<file path="src/rtl/pipe_pkg.sv">
// -----------------------------------------------------------------------------
// pipe_pkg
// Shared definitions for the pipeline-register slice.
//   ex_mem_t      : packed Execute->Memory payload at the default widths
//   RESULT_SRC_*  : writeback mux select encodings carried in ResultSrc
//   buf_state_t   : occupancy state of pipe_skid_buf
//   ex_mem_width  : flattened payload width for arbitrary field widths
// -----------------------------------------------------------------------------
package pipe_pkg;

    localparam int DEF_DATA_WIDTH     = 32;
    localparam int DEF_REG_ADDR_WIDTH = 5;

    // Writeback mux select encodings
    localparam logic [1:0] RESULT_SRC_ALU = 2'b00;
    localparam logic [1:0] RESULT_SRC_MEM = 2'b01;
    localparam logic [1:0] RESULT_SRC_PC4 = 2'b10;

    // Field order here is the packing order used by ex_mem_pipe_reg.
    typedef struct packed {
        logic [DEF_DATA_WIDTH-1:0]     alu_result;
        logic [DEF_DATA_WIDTH-1:0]     write_data;
        logic [DEF_REG_ADDR_WIDTH-1:0] rd;
        logic                          reg_write;
        logic [DEF_DATA_WIDTH-1:0]     pc_plus4;
        logic                          mem_write;
        logic                          mem_read;
        logic [1:0]                    result_src;
        logic [2:0]                    funct3;
    } ex_mem_t;

    // Encoding chosen so that bit 0 is "main entry valid" and bit 1 is
    // "skid entry valid"; both are plain flop outputs.
    typedef enum logic [1:0] {
        BUF_EMPTY = 2'b00,
        BUF_FULL  = 2'b01,
        BUF_SKID  = 2'b11
    } buf_state_t;

    // Three data-width fields, the register index, and 8 bits of controls
    // (RegWrite, MemWrite, MemRead, ResultSrc[1:0], funct3[2:0]).
    function automatic int ex_mem_width(input int data_w, input int reg_w);
        return 3 * data_w + reg_w + 8;
    endfunction

endpackage

</file>
<file path="src/rtl/ex_mem_pipe_reg_if.sv">
// -----------------------------------------------------------------------------
// ex_mem_pipe_reg_if
// Bundles the Execute-side and Memory-side signals of the EX/MEM register.
//   modport slave  : the pipeline register itself (consumes *E, ReadyM;
//                    produces ReadyE, ValidM and the *M payload)
//   modport master : the surrounding core (Execute + Memory stages)
// -----------------------------------------------------------------------------
interface ex_mem_pipe_reg_if #(
    parameter int DATA_WIDTH     = 32,
    parameter int REG_ADDR_WIDTH = 5
);
    // Execute side
    logic                      ValidE;
    logic                      ReadyE;
    logic                      FlushE;
    logic [DATA_WIDTH-1:0]     ALUResultE;
    logic [DATA_WIDTH-1:0]     WriteDataE;
    logic [REG_ADDR_WIDTH-1:0] RdE;
    logic                      RegWriteE;
    logic [DATA_WIDTH-1:0]     PCPlus4E;
    logic                      MemWriteE;
    logic                      MemReadE;
    logic [1:0]                ResultSrcE;
    logic [2:0]                funct3E;

    // Memory side
    logic                      ValidM;
    logic                      ReadyM;
    logic [DATA_WIDTH-1:0]     ALUResultM;
    logic [DATA_WIDTH-1:0]     WriteDataM;
    logic [REG_ADDR_WIDTH-1:0] RdM;
    logic                      RegWriteM;
    logic [DATA_WIDTH-1:0]     PCPlus4M;
    logic                      MemWriteM;
    logic                      MemReadM;
    logic [1:0]                ResultSrcM;
    logic [2:0]                funct3M;

    modport slave (
        input  ValidE, FlushE, ALUResultE, WriteDataE, RdE, RegWriteE,
               PCPlus4E, MemWriteE, MemReadE, ResultSrcE, funct3E,
        output ReadyE,
        output ValidM, ALUResultM, WriteDataM, RdM, RegWriteM, PCPlus4M,
               MemWriteM, MemReadM, ResultSrcM, funct3M,
        input  ReadyM
    );

    modport master (
        output ValidE, FlushE, ALUResultE, WriteDataE, RdE, RegWriteE,
               PCPlus4E, MemWriteE, MemReadE, ResultSrcE, funct3E,
        input  ReadyE,
        input  ValidM, ALUResultM, WriteDataM, RdM, RegWriteM, PCPlus4M,
               MemWriteM, MemReadM, ResultSrcM, funct3M,
        output ReadyM
    );

endinterface

</file>
<file path="src/rtl/pipe_skid_buf.sv">
// -----------------------------------------------------------------------------
// pipe_skid_buf
// Generic valid/ready pipeline buffer over an opaque payload.
//   SKID_EN=1 : two entries (main + skid); in_ready is a flop output so no
//               combinational path runs from out_ready to in_ready.
//   SKID_EN=0 : one entry; in_ready = out_ready | ~out_valid.
// Ports:
//   clk, rst_n            clock, asynchronous active-low reset
//   in_valid/in_ready     upstream handshake, in_data payload
//   flush                 drop the incoming payload and every stored entry
//   out_valid/out_ready   downstream handshake, out_data = main entry
// The main entry always drives out_data; the payload registers only load on
// an actual transfer so held outputs are bit-stable during a stall.
// -----------------------------------------------------------------------------
module pipe_skid_buf
    import pipe_pkg::*;
#(
    parameter int PAYLOAD_W = 8,
    parameter bit SKID_EN   = 1'b1
) (
    input  logic                 clk,
    input  logic                 rst_n,
    input  logic                 in_valid,
    output logic                 in_ready,
    input  logic [PAYLOAD_W-1:0] in_data,
    input  logic                 flush,
    output logic                 out_valid,
    input  logic                 out_ready,
    output logic [PAYLOAD_W-1:0] out_data
);

    buf_state_t           state_reg;
    buf_state_t           state_next;
    logic [PAYLOAD_W-1:0] main_data_reg;
    logic [PAYLOAD_W-1:0] main_data_next;
    logic [PAYLOAD_W-1:0] skid_data;

    logic accept;
    logic drain;
    logic main_load;
    logic main_from_skid;
    logic skid_load;

    assign out_valid = state_reg[0];
    assign out_data  = main_data_reg;

    // A flushed cycle never stores its input, even when the handshake fires.
    assign accept = in_valid & in_ready & ~flush;
    assign drain  = out_valid & out_ready;

    generate
        if (SKID_EN) begin : g_skid
            logic [PAYLOAD_W-1:0] skid_data_reg;

            // Ready is just the inverted skid-valid flop.
            assign in_ready = ~state_reg[1];

            always_ff @(posedge clk or negedge rst_n) begin
                if (!rst_n) begin
                    skid_data_reg <= '0;
                end else if (skid_load) begin
                    skid_data_reg <= in_data;
                end
            end

            assign skid_data = skid_data_reg;
        end else begin : g_noskid
            // Single entry: accept whenever it is empty or draining now.
            assign in_ready  = out_ready | ~state_reg[0];
            assign skid_data = '0;
        end
    endgenerate

    // Next-state and datapath steering
    always_comb begin
        state_next     = state_reg;
        main_load      = 1'b0;
        main_from_skid = 1'b0;
        skid_load      = 1'b0;

        if (flush) begin
            // Flush beats accept and promotion; a drain this cycle still
            // counts because the consumer already sampled the payload.
            state_next = BUF_EMPTY;
        end else begin
            unique case (state_reg)
                BUF_EMPTY: begin
                    if (accept) begin
                        state_next = BUF_FULL;
                        main_load  = 1'b1;
                    end
                end
                BUF_FULL: begin
                    if (accept && drain) begin
                        // Back-to-back: replace main, no bubble.
                        main_load = 1'b1;
                    end else if (accept) begin
                        // Only reachable with a skid entry (otherwise
                        // in_ready implies drain here).
                        state_next = BUF_SKID;
                        skid_load  = 1'b1;
                    end else if (drain) begin
                        state_next = BUF_EMPTY;
                    end
                end
                BUF_SKID: begin
                    if (drain) begin
                        state_next     = BUF_FULL;
                        main_from_skid = 1'b1;
                    end
                end
                default: begin
                    state_next = BUF_EMPTY;
                end
            endcase
        end
    end

    always_comb begin
        main_data_next = main_data_reg;
        if (main_from_skid) begin
            main_data_next = skid_data;
        end else if (main_load) begin
            main_data_next = in_data;
        end
    end

    always_ff @(posedge clk or negedge rst_n) begin
        if (!rst_n) begin
            state_reg     <= BUF_EMPTY;
            main_data_reg <= '0;
        end else begin
            state_reg     <= state_next;
            main_data_reg <= main_data_next;
        end
    end

endmodule

</file>
<file path="src/rtl/ex_mem_pipe_reg.sv">
// -----------------------------------------------------------------------------
// ex_mem_pipe_reg
// Execute-to-Memory pipeline register with valid/ready flow control.
// Ports:
//   clk     rising-edge clock
//   rst_n   asynchronous active-low reset (released synchronously upstream)
//   bus     ex_mem_pipe_reg_if.slave: ValidE/ReadyE/FlushE and the *E
//           payload in, ValidM/ReadyM and the registered *M payload out
// The payload is flattened into one vector and stored by pipe_skid_buf.
// RegWriteM, MemWriteM and MemReadM are qualified with ValidM so that no
// side effect can leak from an empty or flushed slot; the remaining fields
// simply hold their last value.
// -----------------------------------------------------------------------------
module ex_mem_pipe_reg
    import pipe_pkg::*;
#(
    parameter int DATA_WIDTH     = 32,
    parameter int REG_ADDR_WIDTH = 5,
    parameter bit SKID_EN        = 1'b1
) (
    input  logic               clk,
    input  logic               rst_n,
    ex_mem_pipe_reg_if.slave   bus
);

    localparam int PW = ex_mem_width(DATA_WIDTH, REG_ADDR_WIDTH);

    logic [PW-1:0]             in_payload;
    logic [PW-1:0]             out_payload;
    logic                      out_valid;

    logic [DATA_WIDTH-1:0]     alu_result_q;
    logic [DATA_WIDTH-1:0]     write_data_q;
    logic [REG_ADDR_WIDTH-1:0] rd_q;
    logic                      reg_write_q;
    logic [DATA_WIDTH-1:0]     pc_plus4_q;
    logic                      mem_write_q;
    logic                      mem_read_q;
    logic [1:0]                result_src_q;
    logic [2:0]                funct3_q;

    assign in_payload = {bus.ALUResultE, bus.WriteDataE, bus.RdE,
                         bus.RegWriteE, bus.PCPlus4E, bus.MemWriteE,
                         bus.MemReadE, bus.ResultSrcE, bus.funct3E};

    pipe_skid_buf #(
        .PAYLOAD_W (PW),
        .SKID_EN   (SKID_EN)
    ) u_buf (
        .clk       (clk),
        .rst_n     (rst_n),
        .in_valid  (bus.ValidE),
        .in_ready  (bus.ReadyE),
        .in_data   (in_payload),
        .flush     (bus.FlushE),
        .out_valid (out_valid),
        .out_ready (bus.ReadyM),
        .out_data  (out_payload)
    );

    assign {alu_result_q, write_data_q, rd_q, reg_write_q, pc_plus4_q,
            mem_write_q, mem_read_q, result_src_q, funct3_q} = out_payload;

    assign bus.ValidM     = out_valid;
    assign bus.ALUResultM = alu_result_q;
    assign bus.WriteDataM = write_data_q;
    assign bus.RdM        = rd_q;
    assign bus.PCPlus4M   = pc_plus4_q;
    assign bus.ResultSrcM = result_src_q;
    assign bus.funct3M    = funct3_q;

    // Side-effect controls only assert alongside a valid instruction.
    assign bus.RegWriteM  = reg_write_q & out_valid;
    assign bus.MemWriteM  = mem_write_q & out_valid;
    assign bus.MemReadM   = mem_read_q  & out_valid;

endmodule

</file>
<file path="src/flat_wrapper.sv">
// flat-port wrapper written by rule: the top's interface ports become plain ports
module ex_mem_pipe_reg_flat import pipe_pkg::*;
#(
    parameter int DATA_WIDTH     = 32,
    parameter int REG_ADDR_WIDTH = 5,
    parameter bit SKID_EN        = 1'b1
)
  (clk, rst_n, bus_ValidE, bus_FlushE, bus_ALUResultE, bus_WriteDataE, bus_RdE, bus_RegWriteE, bus_PCPlus4E, bus_MemWriteE, bus_MemReadE, bus_ResultSrcE, bus_funct3E, bus_ReadyE, bus_ValidM, bus_ALUResultM, bus_WriteDataM, bus_RdM, bus_RegWriteM, bus_PCPlus4M, bus_MemWriteM, bus_MemReadM, bus_ResultSrcM, bus_funct3M, bus_ReadyM);
  ex_mem_pipe_reg_if #(.DATA_WIDTH(DATA_WIDTH), .REG_ADDR_WIDTH(REG_ADDR_WIDTH)) bus_i ();
  input  logic clk;
  input  logic rst_n;
  input wire logic [$bits(bus_i.ValidE)-1:0] bus_ValidE;
  input wire logic [$bits(bus_i.FlushE)-1:0] bus_FlushE;
  input wire logic [$bits(bus_i.ALUResultE)-1:0] bus_ALUResultE;
  input wire logic [$bits(bus_i.WriteDataE)-1:0] bus_WriteDataE;
  input wire logic [$bits(bus_i.RdE)-1:0] bus_RdE;
  input wire logic [$bits(bus_i.RegWriteE)-1:0] bus_RegWriteE;
  input wire logic [$bits(bus_i.PCPlus4E)-1:0] bus_PCPlus4E;
  input wire logic [$bits(bus_i.MemWriteE)-1:0] bus_MemWriteE;
  input wire logic [$bits(bus_i.MemReadE)-1:0] bus_MemReadE;
  input wire logic [$bits(bus_i.ResultSrcE)-1:0] bus_ResultSrcE;
  input wire logic [$bits(bus_i.funct3E)-1:0] bus_funct3E;
  output wire logic [$bits(bus_i.ReadyE)-1:0] bus_ReadyE;
  output wire logic [$bits(bus_i.ValidM)-1:0] bus_ValidM;
  output wire logic [$bits(bus_i.ALUResultM)-1:0] bus_ALUResultM;
  output wire logic [$bits(bus_i.WriteDataM)-1:0] bus_WriteDataM;
  output wire logic [$bits(bus_i.RdM)-1:0] bus_RdM;
  output wire logic [$bits(bus_i.RegWriteM)-1:0] bus_RegWriteM;
  output wire logic [$bits(bus_i.PCPlus4M)-1:0] bus_PCPlus4M;
  output wire logic [$bits(bus_i.MemWriteM)-1:0] bus_MemWriteM;
  output wire logic [$bits(bus_i.MemReadM)-1:0] bus_MemReadM;
  output wire logic [$bits(bus_i.ResultSrcM)-1:0] bus_ResultSrcM;
  output wire logic [$bits(bus_i.funct3M)-1:0] bus_funct3M;
  input wire logic [$bits(bus_i.ReadyM)-1:0] bus_ReadyM;
  assign bus_i.ValidE = bus_ValidE;
  assign bus_i.FlushE = bus_FlushE;
  assign bus_i.ALUResultE = bus_ALUResultE;
  assign bus_i.WriteDataE = bus_WriteDataE;
  assign bus_i.RdE = bus_RdE;
  assign bus_i.RegWriteE = bus_RegWriteE;
  assign bus_i.PCPlus4E = bus_PCPlus4E;
  assign bus_i.MemWriteE = bus_MemWriteE;
  assign bus_i.MemReadE = bus_MemReadE;
  assign bus_i.ResultSrcE = bus_ResultSrcE;
  assign bus_i.funct3E = bus_funct3E;
  assign bus_ReadyE = bus_i.ReadyE;
  assign bus_ValidM = bus_i.ValidM;
  assign bus_ALUResultM = bus_i.ALUResultM;
  assign bus_WriteDataM = bus_i.WriteDataM;
  assign bus_RdM = bus_i.RdM;
  assign bus_RegWriteM = bus_i.RegWriteM;
  assign bus_PCPlus4M = bus_i.PCPlus4M;
  assign bus_MemWriteM = bus_i.MemWriteM;
  assign bus_MemReadM = bus_i.MemReadM;
  assign bus_ResultSrcM = bus_i.ResultSrcM;
  assign bus_funct3M = bus_i.funct3M;
  assign bus_i.ReadyM = bus_ReadyM;
  ex_mem_pipe_reg #(.DATA_WIDTH(DATA_WIDTH), .REG_ADDR_WIDTH(REG_ADDR_WIDTH), .SKID_EN(SKID_EN)) u_core (.clk(clk), .rst_n(rst_n), .bus(bus_i));
endmodule
</file>
<file path="config.mk">
export PLATFORM = sky130hd
export DESIGN_NAME = ex_mem_pipe_reg_flat
export DESIGN_NICKNAME = d
export VERILOG_FILES = /design/src/rtl/pipe_pkg.sv /design/src/rtl/ex_mem_pipe_reg_if.sv /design/src/rtl/pipe_skid_buf.sv /design/src/rtl/ex_mem_pipe_reg.sv /design/src/flat_wrapper.sv
export SDC_FILE = /design/constraint.sdc
export NUM_CORES = 1
export LEC_CHECK = 0
export ABC_AREA = 0
export ABC_CLOCK_PERIOD_IN_PS = 1900
export CAP_MARGIN = 20
export CORE_ASPECT_RATIO = 0.9
export CORE_MARGIN = 5
export CORE_UTILIZATION = 57
export DETAILED_ROUTE_END_ITERATION = 12
export DONT_BUFFER_PORTS = 1
export MAX_ROUTING_LAYER = met4
export PLACE_DENSITY = 0.84
export SLEW_MARGIN = 0
export SYNTH_ARGS = -nofsm -noshare
export SYNTH_HDL_FRONTEND = slang
export SYNTH_SLANG_ARGS = --single-unit
</file>
<file path="constraint.sdc">
create_clock -name clk -period 1.9 [get_ports clk]
set_input_delay 0.095 -clock clk [delete_from_list [all_inputs] [get_ports clk]]
set_output_delay 0.095 -clock clk [all_outputs]
set_load 0.005 [all_outputs]
</file>
# Yosys cells after proc, flatten, opt, wreduce, memory -nomap -nowiden

Index checks and enable logic that the tools add are counted.

Reductions and logical operators: 4
Mux-type cells: 19
Bitwise operators: 8
Eq/ne operators: 6

Operator list:

| cell                                                                   | count |
|---|---|
| 109-bit two-way mux                                                    | 2 |
| 2-bit two-way mux                                                      | 6 |
| 1-bit two-way mux                                                      | 9 |
| 3-bit != test (second input constant)                                  | 3 |
| 1-bit AND                                                              | 6 |
| 2-bit one-hot mux with 3 select lines                                  | 1 |
| 4-bit != test (second input constant)                                  | 1 |
| 4-bit AND reduction                                                    | 1 |
| 2-bit by 1-bit equality test with 1-bit output (second input constant) | 1 |
| 2-bit equality test (second input constant)                            | 1 |
| 2-bit logical NOT                                                      | 1 |
| 1-bit inverter                                                         | 2 |
| 1-bit one-hot mux with 2 select lines                                  | 1 |
| 2-bit nonzero test                                                     | 1 |
| 1-bit logical AND                                                      | 1 |

Output and inout port bits: 111
Flip-flop bits (word level): 220
Input bits: 114

# Logic depth before layout (Yosys ltp)

Gate-level depths: netlist of the first run.

Depth after elaboration: 9
Depth in mapped cells: 9
Gate-level depth less buffers: 6

# Cells and area by module

A second synthesis of the first run with hierarchy kept.

Cells, all modules: 851
Area, all modules: 9161.3 um2

Modules (own cells, without submodules):

| module          | sequential area each (um2) | times used | cells an instance | area each (um2) |
|---|---|---|---|---|
| pipe_skid_buf   | 5505.3                     | 1          | 848               | 9142.5 |
| ex_mem_pipe_reg | 0.0                        | 1          | 3                 | 18.8 |

# Worst setup path after synthesis of the first run

Ideal clock, no wire load.

Path kind: register -> register
From: reg u_core.u_buf.state_reg[0]
To: reg u_core.u_buf.g_skid.skid_data_reg[0]
Cell stages (with the launch flop): 7
Period minus slack after synthesis: 1865 ps
Library setup time: 125 ps
Data arrival time: 1740 ps
Setup slack: 35 ps
Path buffers: 2
Cell sequence: dfrtp_1 -> ha_1 -> and4bb_2 -> nand2_1 -> buf_2 -> buf_2 -> mux2_2

Word-level cells in the longest chain between the ends: 5

Ends and longest elaborated chain:

| element                | line                 | RTL |
|---|---|---|
| from (decl)            | pipe_skid_buf.sv:32  | `buf_state_t state_reg;` |
| from (signal assigned) | pipe_skid_buf.sv:133 | `state_reg <= state_next;` |
| 1-bit AND              | pipe_skid_buf.sv:49  | `assign drain = out_valid & out_ready;` |
| 1-bit logical AND      | pipe_skid_buf.sv:94  | `if (accept && drain) begin` |
| 1-bit two-way mux      | pipe_skid_buf.sv:94  |  |
| 1-bit two-way mux (*)  | pipe_skid_buf.sv:86  | `unique case (state_reg)` |
| 1-bit two-way mux (*)  | pipe_skid_buf.sv:81  | `if (flush) begin` |
| to (signal assigned)   | pipe_skid_buf.sv:62  | `skid_data_reg <= in_data;` |
| to (decl)              | pipe_skid_buf.sv:53  | `logic [PAYLOAD_W-1:0] skid_data_reg;` |

Mark *: on every way between the ends. The rest lies on a longest branch, timed or not.
A chain may end at the register's enable or synchronous reset.

# Final worst setup path of the first run

From: reg u_core.u_buf.state_reg[1]
To: reg u_core.u_buf.main_data_reg[63] (netlist: u_core.u_buf.out_data[63])

Word-level cells in the longest chain between the ends: 8

Ends and longest elaborated chain:

| element                               | line                 | RTL |
|---|---|---|
| 1-bit inverter                        | pipe_skid_buf.sv:56  | `assign in_ready = ~state_reg[1];` |
| 1-bit AND (2 in a row)                | pipe_skid_buf.sv:48  | `assign accept = in_valid & in_ready & ~flush;` |
| 1-bit logical AND                     | pipe_skid_buf.sv:94  |  |
| 1-bit two-way mux                     | pipe_skid_buf.sv:94  |  |
| 1-bit one-hot mux with 2 select lines | pipe_skid_buf.sv:86  |  |
| 1-bit two-way mux                     | pipe_skid_buf.sv:81  |  |
| 2-bit nonzero test (no line)          | -                    |  |
| to (signal assigned)                  | pipe_skid_buf.sv:134 | `main_data_reg <= main_data_next;` |
| to (decl)                             | pipe_skid_buf.sv:34  | `logic [PAYLOAD_W-1:0] main_data_reg;` |

Parallel ways exist; a longest one is shown, timed or not.

==> out/metrics.csv, run 1 <==
stage,metric,value,unit
setup_path,startpoint class of the critical path,flip-flop,
setup_path,WP data required,2.27,ns
routing,Final ANT Viol Nets,0,
place,GPL Wtd Cong,0.791,
cts,clk root buf,clkbuf_16,
pwr,Flop pwr share,48.9,%
setup_path,Setup crit end kind,flip-flop,
cts,# H-tree levels,1,
global_route,GRT busiest layer,met2,
setup_path,CP max stage cell,or3_4,
logic_synthesis,post-synth net total,1078,
routing,Via density,5.91,
cts,clk slew on worst S/H paths,0.06,ns
global_route,antenna violations before repair,0,
sta,Max-slew headroom,77.4,%
die,Die Width,149,µm
cells_and_area,most frequent cells in the layout,"nand2_1 (219), dfrtp_1 (219), dlygate4sd3_1 (111), mux2_2 (110), nor2_1 (110)",
routing,wire length per cell,21.5,µm
logic_synthesis,synthesized cell area,0.00994,mm²
global_route,routing usage on met3,6.19,%
cells_and_area,fin nets,1090,
setup_path,Crit Path Max Fanout,14,
setup_path,critical path's largest stage delay,0.48,ns
place,post-DP HPWL,13.5,mm
logic_synthesis,Cells after Synth,960,
sta,number of hold violations in the final report,220,
logic_synthesis,sequential share of the synthesized area,55.4,%
die,Starting Density,58.5,%
cts,CTS Hold Bufs,111,
routing,DRC Markers,0,
cells_and_area,layout cell share with drive strength beyond 1,20.8,%
place,input/output buffers,0,
pwr,VDD IR max,1110,µV
flow_run,maxcap violations,0,
global_route,global route total overflow,0,
setup_path,CP Class,flip-flop to flip-flop,
die,die height,135,µm
cts,Worst-Skew Late Latency,0.49,ns
setup_path,Crit path buffers/inverters,2,
routing,DRT Pass-1 Iters,6,
logic_synthesis,"Distinct cells, synth",23,
sta,Worst-Margin Slew,0.339,ns
pwr,switching portion of total power,31.0,%
die,# rows,45,
routing,final WL,26.2,mm
routing,via count,7222,
setup_path,CP top delay family,simple AND/OR/NAND/NOR gates,
pwr,part of the power in combinational logic,24.9,%
routing,initial DRC count,534,
pwr,Leak,0.00539,µW
sta,WHS,-0.709,ns
cts,Bufs on Longest Clock Path,3,
setup_path,crit path cell chain,inv_2 -> ha_4 -> a31oi_4 -> or3_4 -> clkbuf_16 -> nand2_1 -> a31oi_1,
status,failing checks,negative hold slack,
cts,CTS tree,yes,
pwr,Clk pwr share,26.2,%
logic_synthesis,Syn. warnings,0,
sta,Final Slew Violations,0,
global_route,GRT Total Usage,22.9,%
global_route,largest net degree at the start of global routing,221,
setup_path,critical path arrival,2.19,ns
cells_and_area,Layout fillers,1164,
die,Ports,225,
die,core area,0.0170,mm²
cts,CTS sink cnt,220,
sta,Max Fclk,547,MHz
pwr,total power,17700,µW
sta,Final setup viols,0,
pwr,Internal,12200,µW
global_route,M2 GR Usage,36.5,%
logic_synthesis,syn_area_per_cell,10.4,µm²
global_route,met1 usage,29.1,%
global_route,vias in the first global route,6981,
cts,CTS Buf Count,23,
logic_synthesis,"flops & latches, synth",220,
cells_and_area,number of diodes,0,
status,outcome,"finished, violations left",
sta,Worst Skew,0.0128,ns
min_path,worst min path class,input port to asynchronous set/reset pin,
global_route,global-route wire length before repair,36.7,mm
cells_and_area,Final Instance Count excl. Fillers,1222,
sta,Final period util,96.1,%
sta,minimum clock period after layout,1.83,ns
pwr,Power per Cell Area,1500,mW/mm²
die,DIE AREA,0.0202,mm²
cells_and_area,Area growth syn-to-layout,19.1,%
pwr,Switch Pwr,5480,µW
place,Cells after DPL,1052,
[per-stage QoR]
stage | setup slack, ns | TNS (ns) | area (µm²) | utilization [%]
final | 0.0734 | 0 | 11800 | 69.6
after global routing | -0.00482 | -0.0140 | 11800 | 69.6
after CTS | 0.0351 | 0 | 11400 | 66.8
after detailed placement | 0.0842 | 0 | 9460 | 55.7
after global placement | 0.152 | 0 | 9460 | 55.7
after floorplan | 0.0352 | 0 | 9940 | -
[final cells by class]
| cell class | instances | area, µm² | area share, % |
|---|---|---|---|
| clock buffers | 34 | 707 | 5.97 |
| clock inverters | 6 | 80.1 | 0.676 |
| flip-flops and latches | 220 | 5510 | 46.5 |
| repair buffers | 152 | 1820 | 15.4 |
| well taps | 235 | 294 | 2.48 |
| inverters | 3 | 11.3 | 0.0951 |
| multi-input cells | 572 | 3420 | 28.9 |
[cell usage after synthesis]
cell,instances,area (µm²)
clkbuf_1,22,82.6
nand2b_1,1,6.26
nand3_1,3,15.0
o21ai_0,1,5.00
buf_6,2,22.5
nor2_1,111,417
and2_1,3,18.8
a22oi_1,1,7.51
and4bb_2,1,12.5
nand2_1,220,826
ha_1,4,50.1
mux2_2,110,1240
dfrtp_1,220,5510
a211o_1,1,8.76
or3_1,1,6.26
buf_2,28,140
nand4b_1,1,8.76
nor3_1,1,5.00
nand4_1,1,6.26
inv_1,3,11.3
a21oi_1,1,5.00
a31oi_1,110,688
buf_4,114,856
[worst paths after layout]
check | from | end | slack (ns) | cells past startpoint
max in group asynchronous | rst_n | u_core.u_buf.g_skid.skid_data_reg[16]$_DFFE_PN0P_ | 2.37 | 0
worst max register to register | u_core.u_buf.state_reg[1]$_DFFE_PN0P_ | u_core.u_buf.out_data[63]$_DFFE_PN0P_ | 0.07 | 7
min in group clk | bus_ValidE | u_core.u_buf.state_reg[0]$_DFFE_PN0P_ | 0.05 | 3
worst min register to register | u_core.u_buf.g_skid.skid_data_reg[58]$_DFFE_PN0P_ | u_core.u_buf.g_skid.skid_data_reg[58]$_DFFE_PN0P_ | 0.51 | 1
worst min-delay path | rst_n | u_core.u_buf.out_data[59]$_DFFE_PN0P_ | -0.71 | 0
worst max-delay path | u_core.u_buf.state_reg[1]$_DFFE_PN0P_ | u_core.u_buf.out_data[63]$_DFFE_PN0P_ | 0.07 | 7
[power by group through the flow]
stage / Sequential [µW] / Combinational, µW / Clock (µW)
floorplan: 7880 / 4500 / 0
global placement: 8520 / 3290 / 0
detailed placement: 8640 / 3530 / 0
CTS: 8590 / 3760 / 4670
global route: 8890 / 4840 / 4890
finish: 8670 / 4400 / 4630
[what timing repair did]
action / 4_1_cts / 5_1_grt
endpoints found under the setup margin: 0 / 93
hold endpoints to repair: 440 / 220
setup buffers: 0 / 4
gates resized for setup: 0 / 25
[logic make-up after synthesis]
kind of cell / Yosys count / share of synthesized area [%]
AND/OR/NAND/NOR: 343 / 13.3
flip-flops: 220 / 55.4
AO/OA/AOI/OAI: 114 / 7.19
multiplexers: 110 / 12.5
adder cells (fa/ha/maj): 4 / 0.503
buffers and inverters: 169 / 11.2
[per-layer routing]
| layer | share of wire, % | wire length [µm] | vias up |
|---|---|---|---|
| li1 | - | - | 3144 |
| met1 | 40 | 10400 | 3602 |
| met2 | 47 | 12400 | 402 |
| met3 | 9.7 | 2530 | 74 |
| met4 | 3.6 | 935 | 0 |
| met5 | 0 | 0 | - |
(Power assumes the default switching activity.)
==> run 2: changes to the inputs <==
Settings changed: CTS_BUF_LIST from default to sky130_fd_sc_hd__clkbuf_16.
==> out/metrics.csv, run 2 (synthesized netlist as in run 1, its figures left out) <==
stage,metric,value,unit
status,outcome,"finished, violations left",
status,failing checks,negative hold slack,
cells_and_area,layout cell share with drive strength beyond 1,18.8,%
routing,Via density,5.76,
cts,CTS sink cnt,220,
pwr,Leak,0.00524,µW
die,DIE AREA,0.0202,mm²
die,Die Width,149,µm
routing,final WL,24.1,mm
sta,Final setup viols,0,
setup_path,Crit Path Max Fanout,27,
pwr,Switch Pwr,5230,µW
setup_path,critical path arrival,2.20,ns
pwr,Flop pwr share,51.0,%
cells_and_area,Layout fillers,1195,
routing,wire length per cell,19.8,µm
sta,post-route setup slack,0.0579,ns
cells_and_area,fin nets,1081,
die,Ports,225,
sta,number of hold violations in the final report,220,
global_route,antenna violations before repair,0,
pwr,Clk pwr share,24.8,%
sta,Final period util,97.0,%
sta,minimum clock period after layout,1.84,ns
cts,clk slew on worst S/H paths,0.06,ns
cts,CTS Hold Bufs,111,
place,post-DP HPWL,13.5,mm
pwr,VDD IR max,926,µV
routing,DRC Markers,0,
place,GPL Wtd Cong,0.791,
routing,DR top layer,met4,
cells_and_area,number of diodes,0,
global_route,largest net degree at the start of global routing,221,
cts,Worst-Skew Late Latency,0.49,ns
global_route,global route total overflow,0,
die,core area,0.0170,mm²
routing,met1 WL,9.38,mm
setup_path,FF-to-FF path depth,7,
setup_path,reg2reg end,u_core.u_buf.out_data[20]$_DFFE_PN0P_,
routing,met2 wire len,11.8,mm
pwr,switching portion of total power,30.9,%
routing,Final ANT Viol Nets,0,
routing,via count,6990,
die,# rows,45,
pwr,Power per Cell Area,1470,mW/mm²
pwr,total power,16900,µW
setup_path,CP Class,flip-flop to flip-flop,
sta,Worst-Margin Slew,0.322,ns
setup_path,R2R Path Start,u_core.u_buf.state_reg[1]$_DFFE_PN0P_,
cells_and_area,fin area,0.0115,mm²
cells_and_area,Area growth syn-to-layout,15.9,%
global_route,GRT Total Usage,22.6,%
sta,Max Fclk,543,MHz
setup_path,"reg-to-reg slack, setup",0.06,ns
cts,# H-tree levels,1,
pwr,part of the power in combinational logic,24.2,%
setup_path,Setup crit end kind,flip-flop,
flow_run,maxcap violations,0,
sta,Worst Skew,0.0119,ns
global_route,vias in the first global route,6953,
place,input/output buffers,0,
sta,WHS,-0.707,ns
global_route,global-route wire length before repair,36.4,mm
die,Starting Density,58.5,%
cells_and_area,final core utilization,67.7,%
place,Placed Area,0.00946,mm²
pwr,Internal,11700,µW
cells_and_area,most frequent cells in the layout,"nand2_1 (219), dfrtp_1 (219), nor2_1 (111), dlygate4sd3_1 (111), mux2_2 (110)",
die,die height,135,µm
routing,DRT Pass-1 Iters,7,
cts,clk root buf,clkbuf_16,
min_path,worst min path class,input port to asynchronous set/reset pin,
setup_path,WP data required,2.25,ns
cts,CTS tree,yes,
cts,Bufs on Longest Clock Path,3,
cts,CTS Buf Count,23,
sta,Final Slew Violations,0,
sta,Max-slew headroom,78.5,%
routing,WL met3,2.25,mm
routing,initial DRC count,453,
setup_path,startpoint class of the critical path,flip-flop,
place,pre-CTS WS,0.0842,ns
run 2: cell types whose count changed in the layout (fill, tap and decap cells not counted), moves of 2 or more:
cell,before,now
clkbuf_16,34,28
clkbuf_1,2,0
buf_4,11,14
inv_1,1,3
buf_6,6,3
clkbuf_8,9,0
clkinv_1,0,9
run 2: metrics by stage:
step,instances,TNS [ns]
after global routing,1213,-0.0339
after detailed placement,1052,0
after floorplan,960,0
final,1213,0
after global placement,1052,0
after CTS,1203,0
run 2: worst max path at each step:
stage                                           from                                                 to  depth (start not counted)
2_1_floorplan  u_core.u_buf.state_reg[0]$_DFFE_PN0P_   u_core.u_buf.g_skid.skid_data_reg[0]$_DFFE_PN0P_                          6
3_3_place_gp   u_core.u_buf.state_reg[0]$_DFFE_PN0P_  u_core.u_buf.g_skid.skid_data_reg[21]$_DFFE_PN0P_                          5
3_5_place_dp   u_core.u_buf.state_reg[1]$_DFFE_PN0P_              u_core.u_buf.out_data[10]$_DFFE_PN0P_                          8
4_1_cts        u_core.u_buf.state_reg[0]$_DFFE_PN0P_              u_core.u_buf.out_data[68]$_DFFE_PN0P_                          7
5_1_grt        u_core.u_buf.state_reg[1]$_DFFE_PN0P_              u_core.u_buf.out_data[20]$_DFFE_PN0P_                          8
6_report       u_core.u_buf.state_reg[1]$_DFFE_PN0P_              u_core.u_buf.out_data[20]$_DFFE_PN0P_                          7
run 2: layer usage:
layer  vias to the layer above  global-route usage (%)
met2                       316                    36.3
met3                        48                    6.32
met4                         0                    6.25
met5                         -                       -
li1                       3114                       -
met1                      3512                    28.5
run 2: power groups by stage:
| stage | Clock, µW | Combinational [µW] | Sequential (µW) |
|---|---|---|---|
| after global routing | 4490 | 4540 | 8880 |
| after detailed placement | 0 | 3530 | 8640 |
| after CTS | 4280 | 3750 | 8580 |
| after floorplan | 0 | 4500 | 7880 |
| after global placement | 0 | 3290 | 8520 |
| final | 4210 | 4090 | 8640 |
run 2: final cells by class:
class                           count  area, µm²  area share, %
Clock buffer                       23        576           5.00
Sequential cell                   220       5510           47.8
Multi-Input combinational cell    571       3390           29.4
Inverter                            3       11.3         0.0978
Clock inverter                     17        121           1.05
Tap cell                          235        294           2.55
Timing Repair Buffer              144       1630           14.1
run 2: repair_timing:
| action | CTS | global route |
|---|---|---|
| resized for setup | 0 | 17 |
| setup endpoints to repair | 0 | 89 |
| hold endpoints to repair | 440 | 220 |
| setup buffers | 0 | 6 |
run 2: worst max-delay path, stage by stage, from the launching register on:
cell and delay, ns:
dfrtp_1 0.39, inv_2 0.12, ha_4 0.17, a31oi_2 0.09
or3_4 0.49, buf_16 0.20, nand2_1 0.12, a31oi_2 0.10
==> run 3: changes to the inputs <==
Settings changed: MAX_ROUTING_LAYER met4 to default.
==> out/metrics.csv, run 3 (synthesized netlist as in run 1, its figures left out) <==
stage,metric,value,unit
status,outcome,"finished, violations left",
status,failing checks,negative hold slack,
cells_and_area,Area growth syn-to-layout,16.2,%
cts,CTS Buf Count,23,
setup_path,Crit Path Max Fanout,27,
sta,Final Slew Violations,0,
place,post-DP HPWL,13.5,mm
global_route,global-route wire length before repair,36.5,mm
sta,Max Fclk,547,MHz
die,Die Width,149,µm
setup_path,"reg-to-reg slack, setup",0.07,ns
place,GPL Wtd Cong,0.780,
setup_path,startpoint class of the critical path,flip-flop,
sta,number of hold violations in the final report,220,
pwr,total power,16900,µW
cts,clk root buf,clkbuf_16,
cells_and_area,number of diodes,0,
die,DIE AREA,0.0202,mm²
routing,via count,6955,
routing,wire length per cell,20.0,µm
global_route,GRT Total Usage,22.0,%
sta,post-route setup TNS,0,ns
die,Starting Density,58.5,%
cells_and_area,fin nets,1079,
cells_and_area,area of the multi-input gates,0.00339,mm²
pwr,Clk pwr share,24.8,%
cts,Worst-Skew Late Latency,0.49,ns
cells_and_area,register area,0.00551,mm²
setup_path,CP Class,flip-flop to flip-flop,
pwr,part of the power in combinational logic,24.2,%
routing,Final ANT Viol Nets,0,
pwr,Switch Pwr,5230,µW
sta,Final setup viols,0,
cts,CTS tree,yes,
setup_path,Setup crit end kind,flip-flop,
place,input/output buffers,0,
die,die height,135,µm
sta,Final period util,96.3,%
sta,Worst-Margin Slew,0.390,ns
routing,DRC Markers,0,
die,core area,0.0170,mm²
global_route,largest net degree at the start of global routing,221,
global_route,global route total overflow,0,
sta,RSZ-0062 raised after global routing,true,
routing,Via density,5.74,
setup_path,R2R Path Start,u_core.u_buf.state_reg[1]$_DFFE_PN0P_,
pwr,Internal,11700,µW
setup_path,WP data required,2.25,ns
global_route,vias in the first global route,6946,
routing,final WL,24.2,mm
cts,CTS Hold Bufs,111,
pwr,switching portion of total power,30.9,%
cts,# H-tree levels,1,
cts,CTS sink cnt,220,
flow_run,maxcap violations,0,
sta,Worst Skew,0.0111,ns
sta,Max-slew headroom,74.0,%
pwr,Leak,0.00525,µW
routing,DRT Pass-1 Iters,5,
min_path,worst min path class,input port to asynchronous set/reset pin,
routing,initial DRC count,453,
die,# rows,45,
cts,clk slew on worst S/H paths,0.06,ns
sta,minimum clock period after layout,1.83,ns
cells_and_area,most frequent cells in the layout,"nand2_1 (219), dfrtp_1 (219), nor2_1 (111), dlygate4sd3_1 (111), mux2_2 (110)",
pwr,Power per Cell Area,1470,mW/mm²
pwr,Flop pwr share,51.0,%
sta,WHS,-0.706,ns
pwr,VDD IR max,927,µV
setup_path,critical path arrival,2.18,ns
global_route,antenna violations before repair,0,
setup_path,FF-to-FF path depth,7,
setup_path,reg2reg end,u_core.u_buf.out_data[20]$_DFFE_PN0P_,
die,Ports,225,
cells_and_area,layout cell share with drive strength beyond 1,18.6,%
cells_and_area,Layout fillers,1184,
cts,Bufs on Longest Clock Path,3,
-- run 3: power by group through the flow --
stage	Clock, µW	Combinational, µW	Sequential [µW]
3_5_place_dp	0	3530	8640
5_1_grt	4490	4560	8880
6_report	4200	4110	8640
3_3_place_gp	0	3290	8520
2_1_floorplan	0	4500	7880
4_1_cts	4280	3750	8580
-- run 3: per-stage QoR --
stage / utilization [%] / cell area [µm²] / std cells / setup slack, ns
floorplan: - / 9940 / 960 / 0.0352
global placement: 55.7 / 9460 / 1052 / 0.152
detailed placement: 55.7 / 9460 / 1052 / 0.0842
CTS: 66.3 / 11300 / 1203 / 0.0335
global route: 67.9 / 11600 / 1211 / -0.0252
finish: 67.9 / 11600 / 1211 / 0.0710
-- run 3: critical path, stage by stage (launching register included) --
cell and delay [ns]:
dfrtp_1 0.39, inv_2 0.12, ha_4 0.16, a31oi_2 0.09, or3_4 0.50, buf_16 0.21
nand2_1 0.12, a31oi_2 0.10
-- run 3: how the worst max path moves through the flow --
| stage | startpoint | end | slack [ns] | depth (start not counted) |
|---|---|---|---|---|
| 5_1_grt | u_core.u_buf.state_reg[1]$_DFFE_PN0P_ | u_core.u_buf.out_data[19]$_DFFE_PN0P_ | -0.03 | 8 |
| 6_report | u_core.u_buf.state_reg[1]$_DFFE_PN0P_ | u_core.u_buf.out_data[20]$_DFFE_PN0P_ | 0.07 | 7 |
| 2_1_floorplan | u_core.u_buf.state_reg[0]$_DFFE_PN0P_ | u_core.u_buf.g_skid.skid_data_reg[0]$_DFFE_PN0P_ | 0.04 | 6 |
| 3_5_place_dp | u_core.u_buf.state_reg[1]$_DFFE_PN0P_ | u_core.u_buf.out_data[10]$_DFFE_PN0P_ | 0.08 | 8 |
| 3_3_place_gp | u_core.u_buf.state_reg[0]$_DFFE_PN0P_ | u_core.u_buf.g_skid.skid_data_reg[21]$_DFFE_PN0P_ | 0.15 | 5 |
| 4_1_cts | u_core.u_buf.state_reg[0]$_DFFE_PN0P_ | u_core.u_buf.out_data[68]$_DFFE_PN0P_ | 0.03 | 7 |
-- run 3: layer usage --
metal | up-vias | GRT usage [%] | part of all wire (%)
li1 | 3115 | - | -
met1 | 3469 | 28.2 | 38
met2 | 322 | 36.3 | 49
met3 | 49 | 6.69 | 10
met4 | 0 | 6.25 | 2.8
met5 | - | 0 | 0
-- run 3: timing repair --
item,CTS,global route
setup endpoints to repair,0,89
gates resized for setup,0,20
setup buffers,0,1
hold endpoints to repair,440,220
-- run 3: area by class of cell --
cell class	instances	area share, %
clock buffer	23	4.98
clock inverter	17	1.05
inverter	3	0.0975
multi-input combinational	571	29.3
sequential	220	47.7
tap	235	2.55
timing repair buffer	142	14.4
